File: config.mk
export PLATFORM = sky130hd
export DESIGN_NAME = serial_subtractor_flat
export DESIGN_NICKNAME = d
export VERILOG_FILES = /design/src/rtl/serial_subtractor_if.sv /design/src/rtl/serial_subtractor.sv /design/src/flat_wrapper.sv
export SDC_FILE = /design/constraint.sdc
export NUM_CORES = 1
export LEC_CHECK = 0
export ABC_CLOCK_PERIOD_IN_PS = 2900
export CAP_MARGIN = 5
export CORE_MARGIN = 1.5
export CORE_UTILIZATION = 55
export DETAILED_ROUTE_END_ITERATION = 6
export HOLD_SLACK_MARGIN = 0.15
export PLACE_DENSITY = 0.95
export SLEW_MARGIN = 20
export SYNTH_ARGS = -nofsm -noshare
export SYNTH_HDL_FRONTEND = slang
export SYNTH_SLANG_ARGS = --single-unit
export TNS_END_PERCENT = 10
File: constraint.sdc
create_clock -name clk -period 2.9 [get_ports clk]
set_input_delay 0.58 -clock clk [delete_from_list [all_inputs] [get_ports clk]]
set_output_delay 0.58 -clock clk [all_outputs]
set_load 0.01 [all_outputs]
File: src/rtl/serial_subtractor_if.sv
// Handshake and operand bus for the bit-serial subtractor.
// The master issues operations; the slave (the subtractor) returns status and results.
interface serial_subtractor_if #(
  parameter int unsigned WIDTH = 8
) ();
  logic             start;
  logic [WIDTH-1:0] a;
  logic [WIDTH-1:0] b;
  logic             bin;
  logic             busy;
  logic             done;
  logic [WIDTH-1:0] diff;
  logic             bout;

  modport master (
    output start, a, b, bin,
    input  busy, done, diff, bout
  );

  modport slave (
    input  start, a, b, bin,
    output busy, done, diff, bout
  );
endinterface

File: src/rtl/serial_subtractor.sv
// Bit-serial ripple subtractor: computes a - b - bin LSB first, one full-subtractor
// step per clock, with a start/busy/done handshake and registered results.
module serial_subtractor #(
  parameter int unsigned WIDTH = 8
) (
  input  logic                clk,
  input  logic                rst_n,
  serial_subtractor_if.slave  bus
);

  localparam int unsigned CntW = (WIDTH > 1) ? $clog2(WIDTH) : 1;
  localparam logic [CntW-1:0] CntLast = CntW'(WIDTH - 1);

  typedef enum logic [0:0] {StIdle, StRun} state_e;

  state_e state_q, state_d;

  logic [WIDTH-1:0] a_q, a_d;
  logic [WIDTH-1:0] b_q, b_d;
  logic [WIDTH-1:0] res_q, res_d;
  logic [WIDTH-1:0] diff_q, diff_d;
  logic [CntW-1:0]  cnt_q, cnt_d;
  logic             br_q, br_d;
  logic             bout_q, bout_d;
  logic             done_q, done_d;

  logic bit_a, bit_b, bit_d, br_next, last_bit;

  // Single full-subtractor cell, reused every cycle on the operand LSBs.
  always_comb begin
    bit_a    = a_q[0];
    bit_b    = b_q[0];
    bit_d    = bit_a ^ bit_b ^ br_q;
    br_next  = (~bit_a & bit_b) | (~(bit_a ^ bit_b) & br_q);
    last_bit = (cnt_q == CntLast);
  end

  // FSM state register.
  always_ff @(posedge clk or negedge rst_n) begin
    if (!rst_n) begin
      state_q <= StIdle;
    end else begin
      state_q <= state_d;
    end
  end

  // FSM next-state logic.
  always_comb begin
    state_d = state_q;
    unique case (state_q)
      StIdle:  if (bus.start) state_d = StRun;
      StRun:   if (last_bit)  state_d = StIdle;
      default: state_d = StIdle;
    endcase
  end

  // FSM outputs; busy is asserted from the accepting edge onward.
  always_comb begin
    bus.busy = (state_q == StRun);
    bus.done = done_q;
    bus.diff = diff_q;
    bus.bout = bout_q;
  end

  // Datapath next-state: capture on accepted start, shift one bit per RUN cycle.
  always_comb begin
    a_d    = a_q;
    b_d    = b_q;
    res_d  = res_q;
    br_d   = br_q;
    cnt_d  = cnt_q;
    diff_d = diff_q;
    bout_d = bout_q;
    done_d = 1'b0;
    unique case (state_q)
      StIdle: begin
        if (bus.start) begin
          a_d   = bus.a;
          b_d   = bus.b;
          br_d  = bus.bin;
          cnt_d = '0;
        end
      end
      StRun: begin
        a_d   = a_q >> 1;
        b_d   = b_q >> 1;
        res_d = {bit_d, res_q[WIDTH-1:1]};
        br_d  = br_next;
        cnt_d = cnt_q + CntW'(1);
        if (last_bit) begin
          // res_d already holds the final bit, so the result is complete here.
          diff_d = {bit_d, res_q[WIDTH-1:1]};
          bout_d = br_next;
          done_d = 1'b1;
        end
      end
      default: ;
    endcase
  end

  always_ff @(posedge clk or negedge rst_n) begin
    if (!rst_n) begin
      a_q    <= '0;
      b_q    <= '0;
      res_q  <= '0;
      br_q   <= 1'b0;
      cnt_q  <= '0;
      diff_q <= '0;
      bout_q <= 1'b0;
      done_q <= 1'b0;
    end else begin
      a_q    <= a_d;
      b_q    <= b_d;
      res_q  <= res_d;
      br_q   <= br_d;
      cnt_q  <= cnt_d;
      diff_q <= diff_d;
      bout_q <= bout_d;
      done_q <= done_d;
    end
  end

endmodule

File: src/flat_wrapper.sv
// flat-port wrapper written by rule: the top's interface ports become plain ports
module serial_subtractor_flat 
#(
  parameter int unsigned WIDTH = 8
)
  (clk, rst_n, bus_start, bus_a, bus_b, bus_bin, bus_busy, bus_done, bus_diff, bus_bout);
  serial_subtractor_if #(.WIDTH(WIDTH)) bus_i ();
  input  logic clk;
  input  logic rst_n;
  input wire logic [$bits(bus_i.start)-1:0] bus_start;
  input wire logic [$bits(bus_i.a)-1:0] bus_a;
  input wire logic [$bits(bus_i.b)-1:0] bus_b;
  input wire logic [$bits(bus_i.bin)-1:0] bus_bin;
  output wire logic [$bits(bus_i.busy)-1:0] bus_busy;
  output wire logic [$bits(bus_i.done)-1:0] bus_done;
  output wire logic [$bits(bus_i.diff)-1:0] bus_diff;
  output wire logic [$bits(bus_i.bout)-1:0] bus_bout;
  assign bus_i.start = bus_start;
  assign bus_i.a = bus_a;
  assign bus_i.b = bus_b;
  assign bus_i.bin = bus_bin;
  assign bus_busy = bus_i.busy;
  assign bus_done = bus_i.done;
  assign bus_diff = bus_i.diff;
  assign bus_bout = bus_i.bout;
  serial_subtractor #(.WIDTH(WIDTH)) u_core (.clk(clk), .rst_n(rst_n), .bus(bus_i));
endmodule
# After elaboration in Yosys (flattened, before gate mapping)
# Cells that the tools add are included.
# word_totals
reg_bits,39
latchBits,0
mem_bits_rw,0
mem_bits_ro,0
in_bits,20
output_inout_bits,11
elab_cells,34
memories,0
# classes
n_addsub,1
mul,0
div_mod_pow,0
n_lt_le_gt_ge,0
n_eq_ne,2
shift,0
muxes,13
bitwise,8
reduce_logical,1
# op_table
operator,n
$pmux W8 S2,2
$mux W8,2
$pmux W3 S2,1
$mux W1,5
$pmux W1 S2,2
$add A3 B1 Y3 const B,1
$eq A3 B3 Y1 const B,1
$mux W3,1
$not A1 Y1,3
$and A1 B1 Y1,2
$ne A2 B2 Y1 const B,1
$reduce_and A2 Y1,1
$xor A1 B1 Y1,2
$or A1 B1 Y1,1

# Longest topological paths before layout
# Gate-level depths: netlist of the first run.
# logic_depth
ltp_word,5
mapped_depth,4
ltp_nobuf,4

# Least setup slack after synthesis of the first run
# No wires, ideal clock.
# synth_timing
path_type,flip-flop to flip-flop
start,reg u_core.cnt_q[0]
end,"reg u_core.diff_q[0], in the netlist u_core.bus.diff[0]"
setup_time_ps,125
arrival_time_ps,1257
required_ps,2775
setup_slack_ps,1518
path_stages_with_launch,5
path_buffers,0
synth_period_minus_slack_ps,1382
path_cell_list,dfrtp_1 -> ha_1 -> ha_1 -> nand2_4 -> mux2_4
# synth_via
elab_chain_cells,2
# synth_lines
element,line_no,source
"start, declared",serial_subtractor.sv:22,"logic [CntW-1:0] cnt_q, cnt_d;"
"start signal, assigned",serial_subtractor.sv:116,cnt_q <= cnt_d;
$eq A3 B3 Y1,serial_subtractor.sv:35,last_bit = (cnt_q == CntLast);
$reduce_and A2 Y1 (no line),-,
"end signal, assigned",serial_subtractor.sv:117,diff_q <= diff_d;
"end, declared",serial_subtractor.sv:21,"logic [WIDTH-1:0] diff_q, diff_d;"
# No other way between the ends.
# A chain may end at the register's enable or synchronous reset.

# Worst setup path in the final report of the first run
# layout_timing
start,"reg u_core.diff_q[1], in the netlist u_core.bus.diff[1]"
end,out bus_diff[1]
# layout_lines
element,line_no,source
"end, declared",flat_wrapper.sv:16,output wire logic [$bits(bus_i.diff)-1:0] bus_diff;
# No word-level cell between the ends.

==> results of run 1 <==
==> Yosys cell counts <==
cell	number
buf_2	2
nand2_4	1
mux2i_1	20
clkbuf_2	1
fa_1	1
dfrtp_1	38
nand2b_2	1
nand2_1	14
buf_6	3
a22o_1	2
inv_1	4
o21ai_0	7
o21ai_1	7
a21oi_1	1
buf_12	1
mux2_4	13
nor2_1	3
ha_1	2
mux2_2	2
==> per-stage QoR <==
step	util	std cells	total power [mW]	instance area [um2]	worst slack [ns]
floorplan	-	123	1.49	1670	1.52
global placement	0.691	179	1.70	1950	1.15
detailed placement	0.691	179	1.77	1950	1.08
CTS	0.718	187	2.12	2030	1.05
global route	0.718	187	2.25	2030	1.00
finish	0.718	187	2.09	2030	1.07
==> layout make-up <==
| type | instances | share of cell area |
|---|---|---|
| sequential | 38 | 0.468 |
| multi-input combinational | 74 | 0.315 |
| timing repair buffer | 32 | 0.153 |
| clock inverter | 3 | 0.0197 |
| tap | 31 | 0.0191 |
| clock buffer | 5 | 0.0185 |
| inverter | 4 | 0.00739 |
==> sequential cells by signal (all words and copies together), names as in the netlist <==
signal	flops
u_core.a_q	8
u_core.b_q	8
u_core.bus.diff	8
u_core.res_q	7
u_core.cnt_q	3
u_core.br_q	1
u_core.bus.bout	1
u_core.bus.busy	1
u_core.bus.done	1
==> worst min-delay path by stage <==
stage	endpoint	slack [ns]	cells after the start
after floorplan	u_core.a_q[0]$_DFFE_PN0P_	0.28	0
after global placement	u_core.a_q[6]$_DFFE_PN0P_	0.46	2
after detailed placement	u_core.b_q[0]$_DFFE_PN0P_	0.48	2
after CTS	u_core.bus.diff[3]$_DFFE_PN0P_	0.33	1
after global routing	u_core.bus.busy$_DFF_PN0_	0.36	1
final	u_core.res_q[5]$_DFFE_PN0P_	0.32	1
==> routing by layer <==
layer,share of wire,up-vias,global-route usage
met5,0,-,0
met4,0.015,0,0.0797
met3,0.051,5,0.0692
met2,0.53,31,0.330
met1,0.40,472,0.234
li1,-,489,-
==> power by group <==
part           internal (mW)  switching (mW)
registers              0.765           0.143
clock network          0.179           0.167
logic                  0.502           0.331
==> cells by family after synthesis <==
logic type	after synthesis
compound gates	17
flops	38
fa+ha+maj	3
buf+inv	11
mux	35
simple gates	19
==> flow_metrics.py, run 1 <==
metrics = {
    "clock_network": {
        "clk_path_buf_depth": 2,
        "htreeDepth": 2,
        "cts_buffers": 5,
        "clkTransAtPathRegs_ns": 0.11,
        "cts_hold_buffers": 0,
        "cts_root_buf": "clkbuf_4",
        "cts.repair.resized": 0,
        "cts_setup_buffers": 0,
        "clk_latency_ns": 0.34,
        "cts_sinks": 38,
        "tritoncts": "built",
    },
    "finish": {
        "n_fill_cell": 216,
        "register_area_um2": 951,
        "num_antenna_cells": 0,
        "synthToLayoutAreaGrowth_pct": 21.4,
        "multi_input_comb_area_um2": 639,
        "layout-drive-gt1-share": 0.179,
        "final_common_cell": "dfrtp_1",
        "num-nets-final": 178,
        "final_cell_mix": "38 x dfrtp_1, 29 x clkdlybuf4s50_1, 20 x mux2i_1, 14 x nand2_1, 13 x mux2_4",
    },
    "routing": {
        "drt_iter0_drc": 21,
        "first_pass_iters": 6,
        "wire_per_inst_um": 14.2,
        "drc": 1,
        "num_vias": 997,
        "drtAntennaViolNets": 0,
        "via_per_inst": 5.33,
        "wirelength_um": 2650,
    },
    "grt": {
        "grt_pass1_wl_um": 4840,
        "grt_pass1_vias": 1079,
        "grt_usage": 0.198,
        "grt.overflow.total": 0,
        "grt_start_max_net_pins": 45,
        "antenna_found_initial": 0,
    },
    "worst_setup_path": {
        "endpoint": "bus_diff[1]",
        "worstPathRequired_ns": 2.32,
        "cp-startpoint": "u_core.bus.diff[1]$_DFFE_PN0P_",
        "r2r_end": "u_core.bus.diff[5]$_DFFE_PN0P_",
        "critical_path_buf_inv_count": 1,
        "worst_ep_arrival_time_ns": 1.25,
        "worstSetupPathType": "flop to primary output",
        "cp_top_family": "buffers and inverters",
        "r2r_setup_slack_ns": 1.43,
        "startpoint_type": "flop",
        "cp_max_fo": 2,
        "cp_cell_sequence": "clkdlybuf4s50_1",
        "critical_path.slowest_cell": "clkdlybuf4s50_1",
        "worstReg2RegStart": "u_core.cnt_q[0]$_DFFE_PN0P_",
        "end_kind": "primary output",
        "ff2ff_path_depth": 4,
        "critPathMaxStageDelay_ns": 0.54,
        "critical_path_depth": 1,
    },
    "yosys": {
        "synth-seq-cells": 38,
        "yosys.area.top_type": "dfrtp_1",
        "synth_warnings": 0,
        "yosys.area_share.simple": 0.0501,
        "synth.distinct_cells": 19,
        "synth_area_leaders": "dfrtp_1 57%, mux2i_1 12%, mux2_4 12%, nand2_1 3.1%, o21ai_0 2.1%",
        "syn_area_per_cell_um2": 13.6,
        "synthDominantCellAreaShare": 0.568,
        "muxShareOfSynthArea": 0.250,
        "synth_compound_area_frac": 0.0553,
        "synth_fp_nets": 146,
        "synthesis.area_mm2": 0.00167,
        "syn_inst": 123,
        "synth_fa_ha_area_frac": 0.0269,
        "synth_xor_area_frac": 0,
        "ys_seq_area_frac": 0.568,
        "synth_top_family_by_area": "multiplexers",
    },
    "outcome": {
        "violations": "DRC",
        "status": "finished, violations left",
    },
    "floorplan": {
        "dieWidth_um": 58.2,
        "die_y_um": 58.2,
        "core_area_mm2": 0.00283,
        "num_io_pins": 31,
        "start_util": 0.592,
        "placementRows": 19,
        "dieArea_mm2": 0.00338,
    },
    "sta": {
        "skew_ns": 0.00556,
        "tightest_slew_ns": 0.814,
        "finalCritPeriodShare": 0.630,
        "finalCriticalPeriod_ns": 1.83,
        "hold_viol_final": 0,
        "tns_ns": 0,
        "max_freq_ghz": 0.547,
        "rsz0062_at_grt": "no",
        "holdWs_ns": 0.323,
        "slew_headroom": 0.457,
        "finalSetupViolations": 0,
        "slew_viol_final": 0,
    },
    "placement": {
        "place.gp.congestion": 0.663,
        "io_buffers": 30,
        "dpl.hpwl_um": 1920,
    },
    "power_and_ir_drop": {
        "p_leak_nw": 1.00,
        "ir_drop_v": 0.000511,
        "cellPowerDensity_mw_per_mm2": 1030,
    },
    "hold_path": {
        "hold_path_class": "input pin to asynchronous set/reset pin",
    },
    "run": {
        "drv_cap": 0,
    },
}
Note: power is estimated with default switching activity, not from simulation.
==> run 2: changes to the inputs <==
Settings changed: ABC_CLOCK_PERIOD_IN_PS 2900 to 1700, CORE_UTILIZATION 55 to 51, PLACE_DENSITY 0.95 to 0.9.
Clock period 2.9 ns to 1.7 ns, I/O delays scaled along.
==> run 2 against run 1 <==
Effect of this change:
- the run now ends clean
- via count rose by 1.9%
- cell count rose by 8.6%
- non-clock buffer count rose by 3
- worst setup slack got worse by 0.97 ns
- global-route usage fell by 2.0 points
- hold slack improved by 0.16 ns
- wire length rose by 0.42%
- cell area rose by 3.3%
- sequential power rose by 71%
- sequential share of layout area fell by 1.5 points
- total power rose by 70%
- critical endpoint is now bus_busy
==> flow_metrics.py, run 2 (synthesized netlist as in run 1, its figures left out) <==
metrics = {
    "routing": {
        "wire_per_inst_um": 13.1,
        "drc": 0,
        "num_vias": 1016,
        "via_per_inst": 5.00,
        "first_pass_iters": 4,
        "drtAntennaViolNets": 0,
        "wirelength_um": 2660,
        "drt_iter0_drc": 35,
    },
    "finish": {
        "synthToLayoutAreaGrowth_pct": 25.4,
        "n_fill_cell": 231,
        "num-nets-final": 181,
        "final_cell_mix": "38 x dfrtp_1, 29 x clkdlybuf4s50_1, 20 x mux2i_1, 14 x nand2_1, 13 x mux2_4",
        "num_antenna_cells": 0,
        "final_common_cell": "dfrtp_1",
        "fin_area_mm2": 0.00210,
        "post-route-util": 0.682,
        "layout-drive-gt1-share": 0.189,
    },
    "floorplan": {
        "placementRows": 20,
        "num_io_pins": 31,
        "start_util": 0.544,
        "dieWidth_um": 60.3,
        "core_area_mm2": 0.00308,
        "dieArea_mm2": 0.00364,
        "die_y_um": 60.3,
    },
    "worst_setup_path": {
        "critPathMaxStageDelay_ns": 0.54,
        "cp_max_fo": 3,
        "end_kind": "primary output",
        "worstPathRequired_ns": 1.36,
        "startpoint_type": "flop",
        "critical_path.slowest_cell": "clkdlybuf4s50_1",
        "r2r_setup_slack_ns": 0.23,
        "critical_path_depth": 1,
        "ff2ff_path_depth": 4,
        "cp_top_family": "buffers and inverters",
        "worstSetupPathType": "flop to primary output",
        "critical_path_buf_inv_count": 1,
        "worst_ep_arrival_time_ns": 1.25,
        "cp_cell_sequence": "clkdlybuf4s50_1",
    },
    "grt": {
        "grt_pass1_wl_um": 4580,
        "grt_usage": 0.178,
        "antenna_found_initial": 0,
        "grt_start_max_net_pins": 23,
        "grt_pass1_vias": 1103,
        "grt.overflow.total": 0,
    },
    "power_and_ir_drop": {
        "ir_drop_v": 0.000803,
        "p_leak_nw": 1.02,
        "report.power.total_mw": 3.55,
        "cellPowerDensity_mw_per_mm2": 1690,
    },
    "clock_network": {
        "tritoncts": "built",
        "clk_path_buf_depth": 2,
        "clk_latency_ns": 0.33,
        "cts_buffers": 5,
        "cts_sinks": 38,
        "cts_root_buf": "clkbuf_4",
        "clkTransAtPathRegs_ns": 0.10,
        "htreeDepth": 2,
        "cts.repair.resized": 0,
    },
    "sta": {
        "max_freq_ghz": 0.627,
        "skew_ns": 0.00219,
        "tightest_slew_ns": 0.450,
        "rsz0062_at_grt": "no",
        "finalCritPeriodShare": 0.938,
        "finalSetupViolations": 0,
        "slew_viol_final": 0,
        "hold_viol_final": 0,
        "finalCriticalPeriod_ns": 1.59,
        "slew_headroom": 0.700,
        "tns_ns": 0,
    },
    "outcome": {
        "status": "complete, no violations",
    },
    "run": {
        "drv_cap": 0,
    },
    "placement": {
        "io_buffers": 30,
        "dpl.hpwl_um": 2030,
        "dpl-instance-area_mm2": 0.00201,
        "place.gp.congestion": 0.659,
    },
    "hold_path": {
        "hold_path_class": "input pin to asynchronous set/reset pin",
    },
}
[run 2: worst paths after layout]
kind	startpoint	endpoint
setup / recovery	u_core.bus.busy$_DFF_PN0_	bus_busy
hold / removal	rst_n	u_core.bus.diff[6]$_DFFE_PN0P_
setup reg to reg	u_core.cnt_q[0]$_DFFE_PN0P_	u_core.bus.diff[0]$_DFFE_PN0P_
hold reg to reg	u_core.b_q[1]$_DFFE_PN0P_	u_core.b_q[0]$_DFFE_PN0P_
max in group asynchronous	rst_n	u_core.b_q[3]$_DFFE_PN0P_
min in group clk	u_core.b_q[1]$_DFFE_PN0P_	u_core.b_q[0]$_DFFE_PN0P_
[run 2: where the power goes]
group	total, mW	leakage [nW]	switching, mW	internal [mW]
combinational	1.45	0.503	0.569	0.877
clock	0.554	0.0446	0.271	0.283
sequential	1.55	0.475	0.249	1.31
[run 2: layer usage]
metal	vias to the layer above	part of all wire	GRT usage
met4	0	0.0068	0.0571
met2	27	0.52	0.315
met3	2	0.047	0.0714
li1	489	-	-
met5	-	0	0
met1	498	0.43	0.193
[run 2: area by class of cell]
| type | instances | area [um2] | share of cell area |
|---|---|---|---|
| Sequential cell | 38 | 951 | 0.453 |
| Timing Repair Buffer | 35 | 360 | 0.172 |
| Tap cell | 44 | 55.1 | 0.0262 |
| Multi-Input combinational cell | 74 | 639 | 0.305 |
| Inverter | 4 | 15.0 | 0.00715 |
| Clock buffer | 8 | 78.8 | 0.0375 |
[run 2: metrics by stage]
stage | cells | setup slack (ns) | hold WS (ns)
2_1_floorplan | 123 | 0.318 | 0.0444
4_1_cts | 203 | 0.0768 | 0.484
6_report | 203 | 0.106 | 0.487
5_1_grt | 203 | 0.0140 | 0.492
3_3_place_gp | 194 | 0.261 | 0.298
3_5_place_dp | 194 | 0.211 | 0.311
[run 2: repair_timing]
item | CTS | global route
hold endpoints to repair | 18 | 0
hold buffers | 1 | 0
setup buffers | 0 | 0
==> run 3: changes to the inputs <==
Settings changed: CTS_CLUSTER_DIAMETER set to 40.
==> results of run 3 <==
Final layout, timing and power as in run 2 (identical DEF).
